===== config.mk =====
export PLATFORM = sky130hd
export DESIGN_NAME = rr_arbiter8
export DESIGN_NICKNAME = d
export VERILOG_FILES = /design/src/rtl/arb_pkg.sv /design/src/rtl/rr_pick8.sv /design/src/rtl/rr_arbiter8.sv
export SDC_FILE = /design/constraint.sdc
export NUM_CORES = 1
export LEC_CHECK = 0
export CAP_MARGIN = 15
export CELL_PAD_IN_SITES_DETAIL_PLACEMENT = 0
export CELL_PAD_IN_SITES_GLOBAL_PLACEMENT = 1
export CORE_MARGIN = 10
export CORE_UTILIZATION = 40
export CTS_CLUSTER_SIZE = 24
export DETAILED_ROUTE_END_ITERATION = 12
export PLACE_DENSITY = 0.84
export SLEW_MARGIN = 5
export SYNTH_ARGS = -nofsm -noshare
export SYNTH_HDL_FRONTEND = slang
export SYNTH_SLANG_ARGS = --single-unit

===== constraint.sdc =====
create_clock -name clk -period 5 [get_ports clk]
set_clock_uncertainty 0.2 [all_clocks]
set_input_delay 1.25 -clock clk [delete_from_list [all_inputs] [get_ports clk]]
set_output_delay 1.25 -clock clk [all_outputs]
set_load 0.02 [all_outputs]

===== src/rtl/arb_pkg.sv =====
// Shared definitions for the 8-way round-robin arbiter.
package arb_pkg;

    localparam int NUM_REQ = 8;
    localparam int ID_W    = 3;

    typedef enum logic {
        IDLE = 1'b0,
        BUSY = 1'b1
    } state_t;

endpackage


===== src/rtl/rr_pick8.sv =====
// Round-robin winner selection: rotate the request vector so the slot after
// ptr_i sits at bit 0, find the first set bit, then map back to a real index.
module rr_pick8
    import arb_pkg::*;
(
    input  logic [NUM_REQ-1:0] req_i,
    input  logic [ID_W-1:0]    ptr_i,
    output logic [ID_W-1:0]    idx_o,
    output logic               found_o
);

    localparam logic [ID_W-1:0] ONE = ID_W'(1);

    logic [NUM_REQ-1:0] rot;
    logic [ID_W-1:0]    src;
    logic [ID_W-1:0]    off;

    // Rotate, find-first, un-rotate; index arithmetic wraps modulo NUM_REQ.
    always_comb begin
        rot     = '0;
        src     = '0;
        off     = '0;
        found_o = 1'b0;
        for (int unsigned i = 0; i < NUM_REQ; i++) begin
            src    = ptr_i + ID_W'(i) + ONE;
            rot[i] = req_i[src];
        end
        for (int unsigned i = 0; i < NUM_REQ; i++) begin
            if (!found_o && rot[i]) begin
                found_o = 1'b1;
                off     = ID_W'(i);
            end
        end
        idx_o = ptr_i + off + ONE;
    end

endmodule


===== src/rtl/rr_arbiter8.sv =====
// 8-requester round-robin arbiter with registered one-hot grant.
// Optional forced revoke after MAX_HOLD busy cycles: define RR_ARBITER8_TIMEOUT_EN.
module rr_arbiter8
    import arb_pkg::*;
#(
    parameter int MAX_HOLD = 16
) (
    input  logic               clk,
    input  logic               rst,
    input  logic [NUM_REQ-1:0] req,
    input  logic               done,
    output logic [NUM_REQ-1:0] gnt,
    output logic [ID_W-1:0]    gnt_id,
    output logic               gnt_valid,
    output logic               timeout
);

    if (MAX_HOLD < 1) begin : g_max_hold_check
        $error("rr_arbiter8: MAX_HOLD must be at least 1");
    end

    state_t             state_q;
    logic [NUM_REQ-1:0] gnt_q;
    logic [ID_W-1:0]    gnt_id_q;
    logic               gnt_valid_q;
    logic               timeout_q;
    logic [ID_W-1:0]    ptr_q;

    logic [ID_W-1:0]    win_idx;
    logic               win_found;
    logic               release_now;
    logic               revoke;

    rr_pick8 u_pick (
        .req_i   (req),
        .ptr_i   (ptr_q),
        .idx_o   (win_idx),
        .found_o (win_found)
    );

    assign release_now = done || !req[gnt_id_q];

`ifdef RR_ARBITER8_TIMEOUT_EN
    localparam int HOLD_W = (MAX_HOLD > 1) ? $clog2(MAX_HOLD) : 1;

    logic [HOLD_W-1:0] hold_q;
    logic              expire;

    assign expire = (hold_q == HOLD_W'(MAX_HOLD - 1));
    assign revoke = release_now || expire;
`else
    assign revoke = release_now;
`endif

    // Arbitration FSM; every output is a register updated here.
    always_ff @(posedge clk) begin
        if (rst) begin
            state_q     <= IDLE;
            gnt_q       <= '0;
            gnt_id_q    <= '0;
            gnt_valid_q <= 1'b0;
            timeout_q   <= 1'b0;
            ptr_q       <= '1;
`ifdef RR_ARBITER8_TIMEOUT_EN
            hold_q      <= '0;
`endif
        end else begin
            timeout_q <= 1'b0;
            // A new grant (from IDLE or back-to-back from BUSY) shares one path;
            // ptr_q already points at the releasing index, so it naturally ends
            // up lowest priority.
            if (state_q == IDLE || revoke) begin
`ifdef RR_ARBITER8_TIMEOUT_EN
                if (state_q == BUSY) begin
                    timeout_q <= expire && !release_now;
                end
                hold_q <= '0;
`endif
                if (win_found) begin
                    state_q         <= BUSY;
                    gnt_q           <= '0;
                    gnt_q[win_idx]  <= 1'b1;
                    gnt_id_q        <= win_idx;
                    gnt_valid_q     <= 1'b1;
                    ptr_q           <= win_idx;
                end else begin
                    state_q     <= IDLE;
                    gnt_q       <= '0;
                    gnt_id_q    <= '0;
                    gnt_valid_q <= 1'b0;
                end
            end else begin
`ifdef RR_ARBITER8_TIMEOUT_EN
                hold_q <= hold_q + HOLD_W'(1);
`endif
            end
        end
    end

    assign gnt       = gnt_q;
    assign gnt_id    = gnt_id_q;
    assign gnt_valid = gnt_valid_q;
    assign timeout   = timeout_q;

endmodule


Word-level counts from Yosys, hierarchy flattened
Cells that the tools add are included.
{ "word_totals": {"regBits": 15, "inputBits": 11, "out_inout_bits": 13, "word_cells": 89} }
{ "classes": {"n_addsub": 16, "order_cmp": 11, "mux": 38, "bitwise": 1, "n_reduce_logical": 19} }
{ "ops": {"columns": ["cell", "count"], "rows": [
  ["< comparator 3 x 4 -> 1 bit (second input constant)", 10],
  ["adder 3 x 1 -> 3 bit (second input constant)", 9],
  ["binary-select mux 1 bit (select 3 bit)", 9],
  ["2-to-1 mux 1 bit", 20],
  ["2-to-1 mux 3 bit", 5],
  ["adder 3 bit (second input constant)", 4],
  ["logical AND 1 bit", 8],
  ["logical NOT 1 bit", 8],
  ["2-to-1 mux 8 bit", 1],
  ["adder 3 x 2 -> 3 bit (second input constant)", 2],
  ["2-to-1 mux 2 bit", 2],
  ["adder 3 bit", 1],
  ["demux 1 bit (select 3 bit)", 1],
  ["greater-or-equal comparator 3 x 1 -> 1 bit (second input constant)", 1],
  ["logical OR 1 bit", 2],
  ["AND reduction 2 bit", 1],
  ["inverter 1 bit", 1]
]} }

Logic depth before layout (Yosys ltp)
{ "depth": {"word_depth": 32, "ltp_mapped": 17, "ltp_nobuf": 15} }

Modules after synthesis
Synthesis repeated with hierarchy kept, for this count alone.
{ "unflattened": {"cells_unflattened": 149, "hier_area_um2": 1440.1} }
{ "by_module_without_submodules": {"columns": ["mod", "instances", "cells_per_inst", "area_per_inst_um2", "seq_area_each_um2"], "rows": [
  ["rr_arbiter8", 1, 79, 724.4, 300.3],
  ["rr_pick8", 1, 70, 715.7, 0.0]
]} }

Least setup slack after synthesis
OpenSTA, ideal clock, no wires.
{ "synth_path": {"path_kind": "input -> register", "from": "in req[6]", "to": "reg gnt_q[1] (netlist: gnt[1])", "setup_ns": 0.070, "arrival_time_ns": 4.305, "setup_slack_ns": 0.425, "stages": 11, "cell_sequence": "mux4_1 -> mux2_2 -> or3_1 -> a211o_1 -> o32ai_1 -> o22ai_1 -> ha_1 -> inv_1 -> fa_1 -> or3_1 -> o21ai_1"} }
{ "synth_via": {"elab_chain_cells": 31} }
{ "synth_lines": {"columns": ["item", "line_no", "rtl"], "rows": [
  ["start: declaration", "rr_arbiter8.sv:10", "input logic [NUM_REQ-1:0] req,"],
  ["binary-select mux 1 bit (select 3 bit)", "rr_pick8.sv:26", "rot[i] = req_i[src];"],
  ["2-to-1 mux 1 bit (implied by the code)", "rr_pick8.sv:26", null],
  ["2-to-1 mux 1 bit", "rr_pick8.sv:29", "if (!found_o && rot[i]) begin"],
  ["logical NOT 1 bit", "rr_pick8.sv:29", null],
  ["logical AND 1 bit", "rr_pick8.sv:29", null],
  ["2-to-1 mux 1 bit", "rr_pick8.sv:29", null],
  ["logical NOT 1 bit", "rr_pick8.sv:29", null],
  ["logical AND 1 bit", "rr_pick8.sv:29", null],
  ["(+16 left out)", null, null],
  ["adder 3 bit (*)", "rr_pick8.sv:34", "idx_o = ptr_i + off + ONE;"],
  ["adder 3 x 1 -> 3 bit (*)", "rr_pick8.sv:34", null],
  ["named net u_pick.idx_o[1]", "rr_pick8.sv:8", "output logic [ID_W-1:0] idx_o,"],
  ["< comparator 3 x 4 -> 1 bit (implied by the code) / greater-or-equal comparator 3 x 1 -> 1 bit (equally long branches)", "rr_arbiter8.sv:82", "gnt_q[win_idx] <= 1'b1;"],
  ["logical AND 1 bit (implied by the code)", "rr_arbiter8.sv:82", null],
  ["2-to-1 mux 1 bit (implied by the code)", "rr_arbiter8.sv:82", null],
  ["demux 1 bit (select 3 bit) (*)", "rr_arbiter8.sv:82", null],
  ["2-to-1 mux 8 bit (*)", "rr_arbiter8.sv:79", "if (win_found) begin"],
  ["end signal: assignment", "rr_arbiter8.sv:81", "gnt_q <= '0;"],
  ["end signal: indexed assignment", "rr_arbiter8.sv:82", null],
  ["end signal: assignment", "rr_arbiter8.sv:88", "gnt_q <= '0;"],
  ["end: declaration", "rr_arbiter8.sv:23", "logic [NUM_REQ-1:0] gnt_q;"]
]} }
The timed path passes the listed nets; every way through them passes the cells marked *. The select of a mux whose other input is x is not followed.
A chain may end at the register's enable or synchronous reset.

Final worst setup path
{ "layout_path": {"from": "in req[5]", "to": "reg gnt_q[3] (netlist: gnt[3])"} }
{ "layout_via": {"elab_chain_cells": 31} }
{ "layout_lines": {"columns": ["item", "line_no"], "rows": [
  ["binary-select mux 1 bit (select 3 bit)", "rr_pick8.sv:26"],
  ["2-to-1 mux 1 bit (implied by the code)", "rr_pick8.sv:26"],
  ["2-to-1 mux 1 bit", "rr_pick8.sv:29"],
  ["logical NOT 1 bit", "rr_pick8.sv:29"],
  ["logical AND 1 bit", "rr_pick8.sv:29"],
  ["2-to-1 mux 1 bit", "rr_pick8.sv:29"],
  ["logical NOT 1 bit", "rr_pick8.sv:29"],
  ["logical AND 1 bit", "rr_pick8.sv:29"],
  ["(+15 left out)", null],
  ["2-to-1 mux 3 bit", "rr_pick8.sv:29"],
  ["adder 3 bit", "rr_pick8.sv:34"],
  ["adder 3 x 1 -> 3 bit", "rr_pick8.sv:34"],
  ["< comparator 3 x 4 -> 1 bit (implied by the code) / greater-or-equal comparator 3 x 1 -> 1 bit (equally long branches)", "rr_arbiter8.sv:82"],
  ["logical AND 1 bit (implied by the code)", "rr_arbiter8.sv:82"],
  ["2-to-1 mux 1 bit (implied by the code)", "rr_arbiter8.sv:82"],
  ["demux 1 bit (select 3 bit)", "rr_arbiter8.sv:82"],
  ["2-to-1 mux 8 bit", "rr_arbiter8.sv:79"]
]} }
Parallel ways exist; a longest one is shown, timed or not. The select of a mux whose other input is x is not followed.

==> flow_summary.json <==
{
  "r2r_end": "gnt[3]$_SDFFE_PP0N_",
  "diodes": 0,
  "mostFrequentLayoutCells": "clkdlybuf4s50_1, buf_4, dfxtp_1",
  "cts_tree": "yes",
  "clkTransAtPathRegs_ns": 0.10,
  "yosys_warnings": 0,
  "grt_pass1_vias": 1260,
  "clk-insertion-delay-late_ns": 0.29,
  "arrival_ns": 4.81,
  "clockBufferDepth": 2,
  "power_leakage_nw": 0.687,
  "hold_class": "register to register",
  "wl_per_cell_um": 16.1,
  "crit_fanout": 4,
  "pre_cts_slack_ns": -0.0979,
  "synth_cells": 138,
  "final_antenna_net_count": 0,
  "grt_max_degree": 13,
  "yosysSeqAreaShare_pct": 22.3,
  "finalCritPeriodShare_pct": 96.8,
  "die_w_um": 78.0,
  "synth_top_area_share_pct": 22.3,
  "synthTopCellsByArea": "dfxtp_1, mux4_2, mux4_1",
  "hold_buffers": 0,
  "drv_slew": 0,
  "ys_types": 46,
  "r2r_start": "ptr_q[0]$_SDFFE_PP1P_",
  "synth_top_area_cell": "dfxtp_1",
  "period_needed_ns": 4.84,
  "crit_required_ns": 4.97,
  "pin_count": 24,
  "initial_core_util_pct": 41.0,
  "critPathCaptureType": "register",
  "fin_cells": 224,
  "num_rows": 21,
  "max_freq_mhz": 207,
  "drive_gt1_share_pct": 24.2,
  "place_hpwl_um": 2930,
  "core_sq_um": 3280,
  "drt-initial-drc-count": 49,
  "first_pass_iters": 4,
  "reg2reg_depth": 15,
  "die-area_sq_um": 6090,
  "design_area_sq_um": 1770,
  "synth_seq_cells": 15,
  "grt_overflow": 0,
  "crit_type": "primary input to register",
  "syn_nets": 154,
  "cts_setup_buffers": 0,
  "gp_congestion": 0.895,
  "routed_wirelength_um": 3600,
  "dp_cells": 220,
  "hold_viol_final": 0,
  "placed_area_sq_um": 1740,
  "ctsRootBufferMaster": "clkbuf_4",
  "vias": 1267,
  "setup_viol": 0,
  "chipHeight_um": 78.0,
  "peakVddDrop_v": 0.000300,
  "cp-start-kind": "primary input",
  "status": "complete, no violations",
  "synthArstFlopShare_pct": 0,
  "grt_use_total_pct": 11.6,
  "nFillCells": 320,
  "syn_area_sq_um": 1350,
  "whs_endpoint": "gnt[0]$_SDFFE_PP0N_",
  "rsz0062_at_grt": "true",
  "avgSynthCellArea_sq_um": 9.76,
  "avgViaCountPerCell": 5.66,
  "fin_ws_ns": 0.158,
  "holdPathStages": 2,
  "powerDensity_nw_per_um2": 747,
  "htreeDepth": 1,
  "nets": 195,
  "synthFlopType": "dfxtp_1",
  "drv_cap": 0,
  "grt_first_pass_wirelength_um": 6020,
  "synth_edf_count": 0,
  "io_buffers": 22,
  "area_growth_pct": 31.4,
  "final_common_cell": "clkdlybuf4s50_1",
  "cts_inserted_buffers": 3,
  "cts_num_sinks": 15,
  "cts_resized": 0,
  "worstHoldStart": "gnt[0]$_SDFFE_PP0N_",
  "drc": 0,
  "antenna_found_initial": 0,
  "reg2reg_slack_ns": 0.64
}
[report_power, final]
| part | total (mW) | switching [mW] | internal (mW) |
|---|---|---|---|
| clock network | 0.0721 | 0.0417 | 0.0304 |
| registers | 0.179 | 0.0255 | 0.154 |
| logic | 1.07 | 0.546 | 0.523 |
| total | 1.32 | 0.614 | 0.707 |
[logic make-up (layout without fill, tap and decap cells)]
family,Yosys count,count (layout),synth area share [%]
other cells,1,1,0.279
xor+xnor,3,3,1.95
compound gates,32,32,16.5
flops,15,15,22.3
simple gates,42,42,16.0
buf+inv,15,55,5.11
mux,25,25,32.7
fa+ha+maj,5,5,5.20
[worst max path at each step]
stage                     startpoint                   to  slack (ns)  cells past startpoint
after CTS                     req[5]  gnt[5]$_SDFFE_PP0N_        0.18                     15
after detailed placement      req[5]  gnt[2]$_SDFFE_PP0N_        -0.1                     14
final                         req[5]  gnt[3]$_SDFFE_PP0N_        0.16                     14
after global routing          req[7]  gnt[3]$_SDFFE_PP0N_      -0.004                     14
after global placement        req[5]  gnt[1]$_SDFFE_PP0N_       0.007                     12
after floorplan               req[6]  gnt[1]$_SDFFE_PP0N_        0.43                     11
[routing by layer]
layer | wire [um] | part of all wire [%] | global-route usage, % | vias to the layer above
li1 | - | - | - | 614
met1 | 1510 | 42 | 12.9 | 617
met2 | 1900 | 53 | 21.6 | 32
met3 | 165 | 4.6 | 3.08 | 4
met4 | 25 | 0.69 | 2.33 | 0
met5 | 0 | 0 | 0 | -
[synthesized netlist by cell type (all sizes together) (2+ instances only)]
master and instances:
nor3 3, o211ai 3, dfxtp 15, clkbuf 2
nand2 11, mux2i 5, mux2 8, a32oi 3
a21oi 4, a221oi 2, mux4 12, inv 9
o22ai 3, nor2 11, nor4 3, or3 3
xnor2 2, o21ai 10, buf 4, ha 4
nor2b 3
[metrics by stage]
stage | power (mW) | setup TNS [ns] | hold WS (ns) | utilization [%]
2_1_floorplan | 0.930 | 0 | 0.324 | -
3_5_place_dp | 1.24 | -0.728 | 0.242 | 53.0
5_1_grt | 1.43 | -0.00416 | 0.281 | 53.9
6_report | 1.32 | 0 | 0.253 | 53.9
4_1_cts | 1.32 | 0 | 0.257 | 53.9
3_3_place_gp | 1.21 | 0 | 0.236 | 53.0
[flip-flops by register name, indices dropped and copies added, names as in the netlist]
name and flops:
gnt_valid 1, gnt_id 3, gnt 8, ptr_q 3
[worst max-delay path: stages]
cell and delay [ns]:
clkdlybuf4s50_1 0.43, mux4_1 0.53, mux2_2 0.30, or3_1 0.33, a211o_1 0.35, o32ai_1 0.28, o22ai_1 0.13, ha_1 0.20
inv_1 0.07, fa_1 0.21, xor2_1 0.08, nor2b_1 0.15, a32oi_1 0.38, o21ai_1 0.10
[final cells by class]
type | count | area, sq um | area share, %
repair buffers | 42 | 370 | 20.9
well taps | 46 | 57.6 | 3.25
clock buffers | 3 | 22.5 | 1.27
multi-input cells | 108 | 977 | 55.2
flip-flops and latches | 15 | 300 | 17.0
clock inverters | 1 | 7.51 | 0.424
inverters | 9 | 33.8 | 1.91
No activity file was read; power rests on OpenSTA's default activity.
==> edit 1: new RTL, config.mk and constraints unchanged <==
Change the package constant `ID_W` from 3 to 6.
--- a/src/rtl/arb_pkg.sv
+++ b/src/rtl/arb_pkg.sv
@@ -2,7 +2,7 @@
 package arb_pkg;
 
     localparam int NUM_REQ = 8;
-    localparam int ID_W    = 3;
+    localparam int ID_W    = 6;
 
     typedef enum logic {
         IDLE = 1'b0,
Interface: changed (resized gnt_id); port bits go from 24 to 27. The function was not compared with the original's and may differ.
==> edit 1 against the original RTL <==
Routed wire length grew 21%; design area grew 24%; non-clock buffer count shrank 5; largest cell class unchanged; sequential cell count grew 6; combinational power grew 35%; sequential share of layout area grew 2.2 points; clock power grew 58%; total power grew 38%; synthesized area grew 33%; final cell count grew 24%; worst setup slack gained 190 ps; via count grew 23%.
==> edit 1: results (changes against the original RTL) <==
Status
Result of the run: finished clean (unchanged).

Logic synthesis
The gate count after technology mapping is 196 (was 138). Cells taking the most area after synthesis: dfxtp_1 23%, mux4_2 15%, mux2i_1 7.3% (was dfxtp_1 22%, mux4_2 12%, mux4_1 9.8%). The share of the yosys chip area belonging to registers came to 0.235 (was 0.223). The most common flop cell mapped by yosys is dfxtp_1 (unchanged). The number of distinct standard cells referenced by the synthesized netlist is 46 (unchanged). The post-synth net total is 214 (was 154). The share of synthesized registers carrying an async set or reset was 0 (unchanged). The count of synthesis-stage warnings from yosys is 0 (unchanged). Most used standard cells in the synthesized netlist: 21 x dfxtp_1, 21 x nor2_1, 15 x nand2_1 (was 15 x dfxtp_1, 11 x nand2_1, 11 x nor2_1).

Finish
The layout net count is 244 (was 195). The filler cell count came to 414 (was 320). The proportion of layout cells with a drive suffix above 1 is 0.187 (was 0.242).

The flip-flop count of the largest register, all copies and words added is 8 (unchanged). The final antenna diode count is 0 (unchanged).

Power and ir drop
The power consumed by sequential cells is 0.268 mW (was 0.179 mW). The internal power contribution came to 0.953 mW (was 0.707 mW). The standby leakage power is 0.806 nW (was 0.687 nW).

The reported combinational group power was 1.44 mW (was 1.07 mW). The largest voltage drop on the vdd net was 592 µV (was 300 µV).

Route
The average vias per placed instance is 5.62 (was 5.66). The routed wirelength normalized by instance count is 15.7 µm (was 16.1 µm). The via count is 1,558 (was 1,267).

The detailed-router iteration count before antenna repair is 4 (unchanged). The count of routing violations after the opening detailed-route iteration came to 73 (was 49).

Global routing
The maximum number of pins on one net before global-route repair is 23 (was 13). The global-route wire length before repair is 7.68 mm (was 6.02 mm). The via count of the first global-routing pass is 1,517 (was 1,260). The overflow left after global routing is 0 (unchanged). The initial antenna violation count came to 0 (unchanged). The total routing resource utilization after global routing was 0.121 (was 0.116).

Clock network
The clock-pin slew on the worst setup and hold paths is 80 ps (was 100 ps). The total CTS buffers is 3 (unchanged). The number of H-tree levels is 1 (unchanged). The maximum clock path buffer count is 2 (unchanged). The number of buffers inserted by post-CTS setup repair was 0 (unchanged).

The post-cts repair resize count came to 0 (unchanged). The root cell of the clock tree was clkbuf_8 (was clkbuf_4). The insertion delay to the later sink of the worst-skew pair is 260 ps (was 290 ps).

Timing
The relative max-transition margin is 0.510.

Setup path
The largest single stage delay on the critical path is between 500 and 600 ps. The slowest stage cell on the critical path is clkdlybuf4s50_1 (was mux4_1). The largest delay contributor family on the critical path is multiplexers (was compound AO/OA/AOI/OAI gates). The signal arrival time at the worst endpoint is 4630 ps (was 4810 ps). The worst-path maximum fanout is 7 (was 4). The register-to-register path setup slack came to 720 ps (was 640 ps).

Placement
The post-DP HPWL is 3.38 mm (was 2.93 mm). The placed instance count is 273 (was 220). The final weighted congestion in routability-driven placement came to 0.796 (was 0.895).

The number of input and output port buffers inserted came to 25 (was 22).

Worst hold path
The class of the worst hold path is reg2reg (unchanged).
edit 1: cell types whose count changed after synthesis, sizes merged, moves of 4 or more:
cell and change:
inv -5, nand2 +4, mux2i +8, nand4 +4, nand3 +5, o21ai +6
nor2 +10, xnor2 +4, dfxtp +6, nor2b +6
edit 1: area by class of cell:
| cell class | count | area (µm²) | share of cell area |
|---|---|---|---|
| Sequential cell | 21 | 420 | 0.191 |
| Tap cell | 52 | 65.1 | 0.0296 |
| Clock inverter | 1 | 5.00 | 0.00228 |
| Multi-Input combinational cell | 158 | 1310 | 0.595 |
| Timing Repair Buffer | 37 | 340 | 0.155 |
| Inverter | 5 | 18.8 | 0.00854 |
| Clock buffer | 3 | 41.3 | 0.0188 |
edit 1: stage by stage:
stage	setup slack [ps]	hold slack [ps]	instance area (µm²)	power, mW
floorplan	630	323	1790	1.31
global placement	46.6	237	2130	1.66
detailed placement	-32.7	247	2130	1.67
CTS	234	259	2170	1.79
global route	28.4	280	2200	2.01
finish	353	254	2200	1.82
edit 1: worst paths after layout:
path / endpoint / cells past startpoint / start
max reg2reg: gnt_id[3] / 15 / ptr_q[0]
min reg2reg: gnt[6] / 2 / gnt[6]
min: gnt[6] / 2 / gnt[6]
max: gnt_id[3] / 14 / req[0]
edit 1: cell families after synthesis:
kind of cell    after synthesis  synth area share
xor+xnor                      7            0.0342
compound gates               43             0.163
buf+inv                      17            0.0496
mux                          32             0.272
flops                        21             0.235
simple gates                 68             0.191
fa+ha+maj                     7            0.0531
other cells                   1           0.00209
edit 1: per-layer routing:
layer  vias to the layer above  GRT usage  part of all wire
met5                         -          0                 0
met4                         0     0.0221            0.0071
met3                         5     0.0178             0.025
met2                        19      0.204              0.50
met1                       751      0.160              0.46
li1                        783          -                 -
==> edit 2: new RTL, config.mk and constraints unchanged <==
Without the edit above. Reset style: asynchronous (`rst`), changed in one clocked block.
--- a/src/rtl/rr_arbiter8.sv
+++ b/src/rtl/rr_arbiter8.sv
@@ -53,7 +53,7 @@
 `endif
 
     // Arbitration FSM; every output is a register updated here.
-    always_ff @(posedge clk) begin
+    always_ff @(posedge clk or posedge rst) begin
         if (rst) begin
             state_q     <= IDLE;
             gnt_q       <= '0;
Function: differs if rst is asserted again (counterexample within 4 cycles, from zero or initial values and one cycle with rst high); with rst held inactive, the same outputs for 10 cycles.
==> edit 2 against the original RTL <==
Routed wire length is 35% higher; design area grew 17%; final cell count up 13%; worst setup slack better by 98 ps; synthesized area increased by 25%; sequential cell count stayed put; critical endpoint is now ptr_q[2]; largest cell class unchanged; critical path type unchanged; sequential share of layout area up 1.5 points; critical path depth rose by 1.
Power is left out: the tool's default activity adds up to more than one toggle a clock period on the data nets, which glitch-free logic cannot reach.
==> edit 2: results (changes against the original RTL) <==
Status
Result of the run: finished clean (unchanged).

Global routing
The global-route wire length before repair is 8.13 mm (was 6.02 mm). The global routing usage on met1 was 0.173 (was 0.129). The via count of the first global-routing pass is 1,655 (was 1,260).

The met3 layer usage reported by global route came to 0.0290 (was 0.0308).

Setup path
The worst-path maximum fanout was 8 (was 4). The worst setup path endpoint was ptr_q[2] (was gnt[3]). The signal arrival time at the worst endpoint is 4710 ps (was 4810 ps). The critical register-to-register path startpoint was ptr_q[0] (unchanged). The worst reg2reg path endpoint is gnt[5] (was gnt[3]).

The beginning of the critical path is req[0] (was req[5]). The register-to-register path setup slack came to 300 ps (was 640 ps).

Route
The count of routing violations after the opening detailed-route iteration is 185 (was 49). The total length of routed met2 wires was 2.29 mm (was 1.90 mm). The detailed route wirelength on metal3 is 342 µm (was 165 µm). The average vias per placed instance is 6.49 (was 5.66).

The post-route met1 wirelength came to 2.15 mm (was 1.51 mm). The routed wirelength normalized by instance count is 19.2 µm (was 16.1 µm). The top routing layer in use is met4 (unchanged).

Logic synthesis
Most used standard cells in the synthesized netlist: 23 x nand2_1, 14 x nand4_1, 12 x dfrtp_1 (was 15 x dfxtp_1, 11 x nand2_1, 11 x nor2_1). The library cell with the highest instance count after synthesis is nand2_1 (was dfxtp_1). The post-synth net total is 191 (was 154). The number of distinct standard cells referenced by the synthesized netlist is 53 (was 46).

The share of synthesized registers carrying an async set or reset is 1.00 (was 0). The most common flop cell mapped by yosys is dfrtp_1 (was dfxtp_1). Cells taking the most area after synthesis: dfrtp_1 18%, mux4_2 11%, mux4_1 6.3% (was dfxtp_1 22%, mux4_2 12%, mux4_1 9.8%).

Placement
The final weighted congestion in routability-driven placement is 0.877 (was 0.895). The post-DP HPWL is 3.63 mm (was 2.93 mm).

Clock network
The insertion delay to the later sink of the worst-skew pair is 250 ps (was 290 ps). The root cell of the clock tree is clkbuf_8 (was clkbuf_4). The clock-pin slew on the worst setup and hold paths is 60 ps (was 100 ps).

Timing
The slew at the pin closest to its max-slew limit is 607 ps. The post-route worst hold slack is 299 ps (was 253 ps).

Finish
The filler cell count is 374 (was 320). The proportion of layout cells with a drive suffix above 1 is 0.197 (was 0.242).

Worst hold path
The critical hold path startpoint is ptr_q[1] (was gnt[0]). The worst hold path endpoint was ptr_q[1] (was gnt[0]).
==> edit 2: changes by cell type in the layout (fill, tap and decap cells not counted), moves of 5 or more <==
cell / change
nor2_1: -7
dfxtp_1: -15
buf_4: -6
dfrtp_1: +12
o221ai_1: +8
nand4_1: +14
nand2_1: +12
o21ai_1: -9
nand3_1: +5
==> edit 2: worst max-delay path: stages <==
cell	delay (ps)
clkdlybuf4s50_1	530
mux4_2	490
mux2i_1	300
nand2b_1	100
o22ai_1	210
and3b_1	200
nor3_1	190
ha_1	180
inv_1	50
fa_1	430
buf_4	170
inv_1	80
nand2_1	60
nor4b_1	320
o211ai_1	150
==> edit 2: per-stage QoR <==
| step | setup TNS (ps) | util | cell area [µm²] | worst slack (ps) | cells |
|---|---|---|---|---|---|
| finish | 0 | 0.514 | 2070 | 256 | 253 |
| global route | -0.811 | 0.514 | 2070 | -0.811 | 253 |
| CTS | 0 | 0.504 | 2030 | 205 | 253 |
| detailed placement | -85.7 | 0.493 | 1990 | -33.1 | 249 |
| global placement | 0 | 0.493 | 1990 | 80.1 | 249 |
| floorplan | 0 | - | 1680 | 458 | 175 |
==> edit 2: kinds of logic after synthesis <==
kind of cell | after synthesis | share of synthesized area
AND/OR/NAND/NOR | 79 | 0.266
AO/OA/AOI/OAI | 28 | 0.135
multiplexers | 23 | 0.238
buffers and inverters | 20 | 0.0656
flip-flops | 15 | 0.226
adder cells (fa/ha/maj) | 5 | 0.0417
XOR/XNOR | 4 | 0.0253
other | 1 | 0.00223
==> edit 2: layout make-up <==
class / count / area share
repair buffers: 36 / 0.158
well taps: 50 / 0.0302
flip-flops and latches: 15 / 0.185
inverters: 8 / 0.0145
multi-input cells: 140 / 0.590
clock buffers: 4 / 0.0218
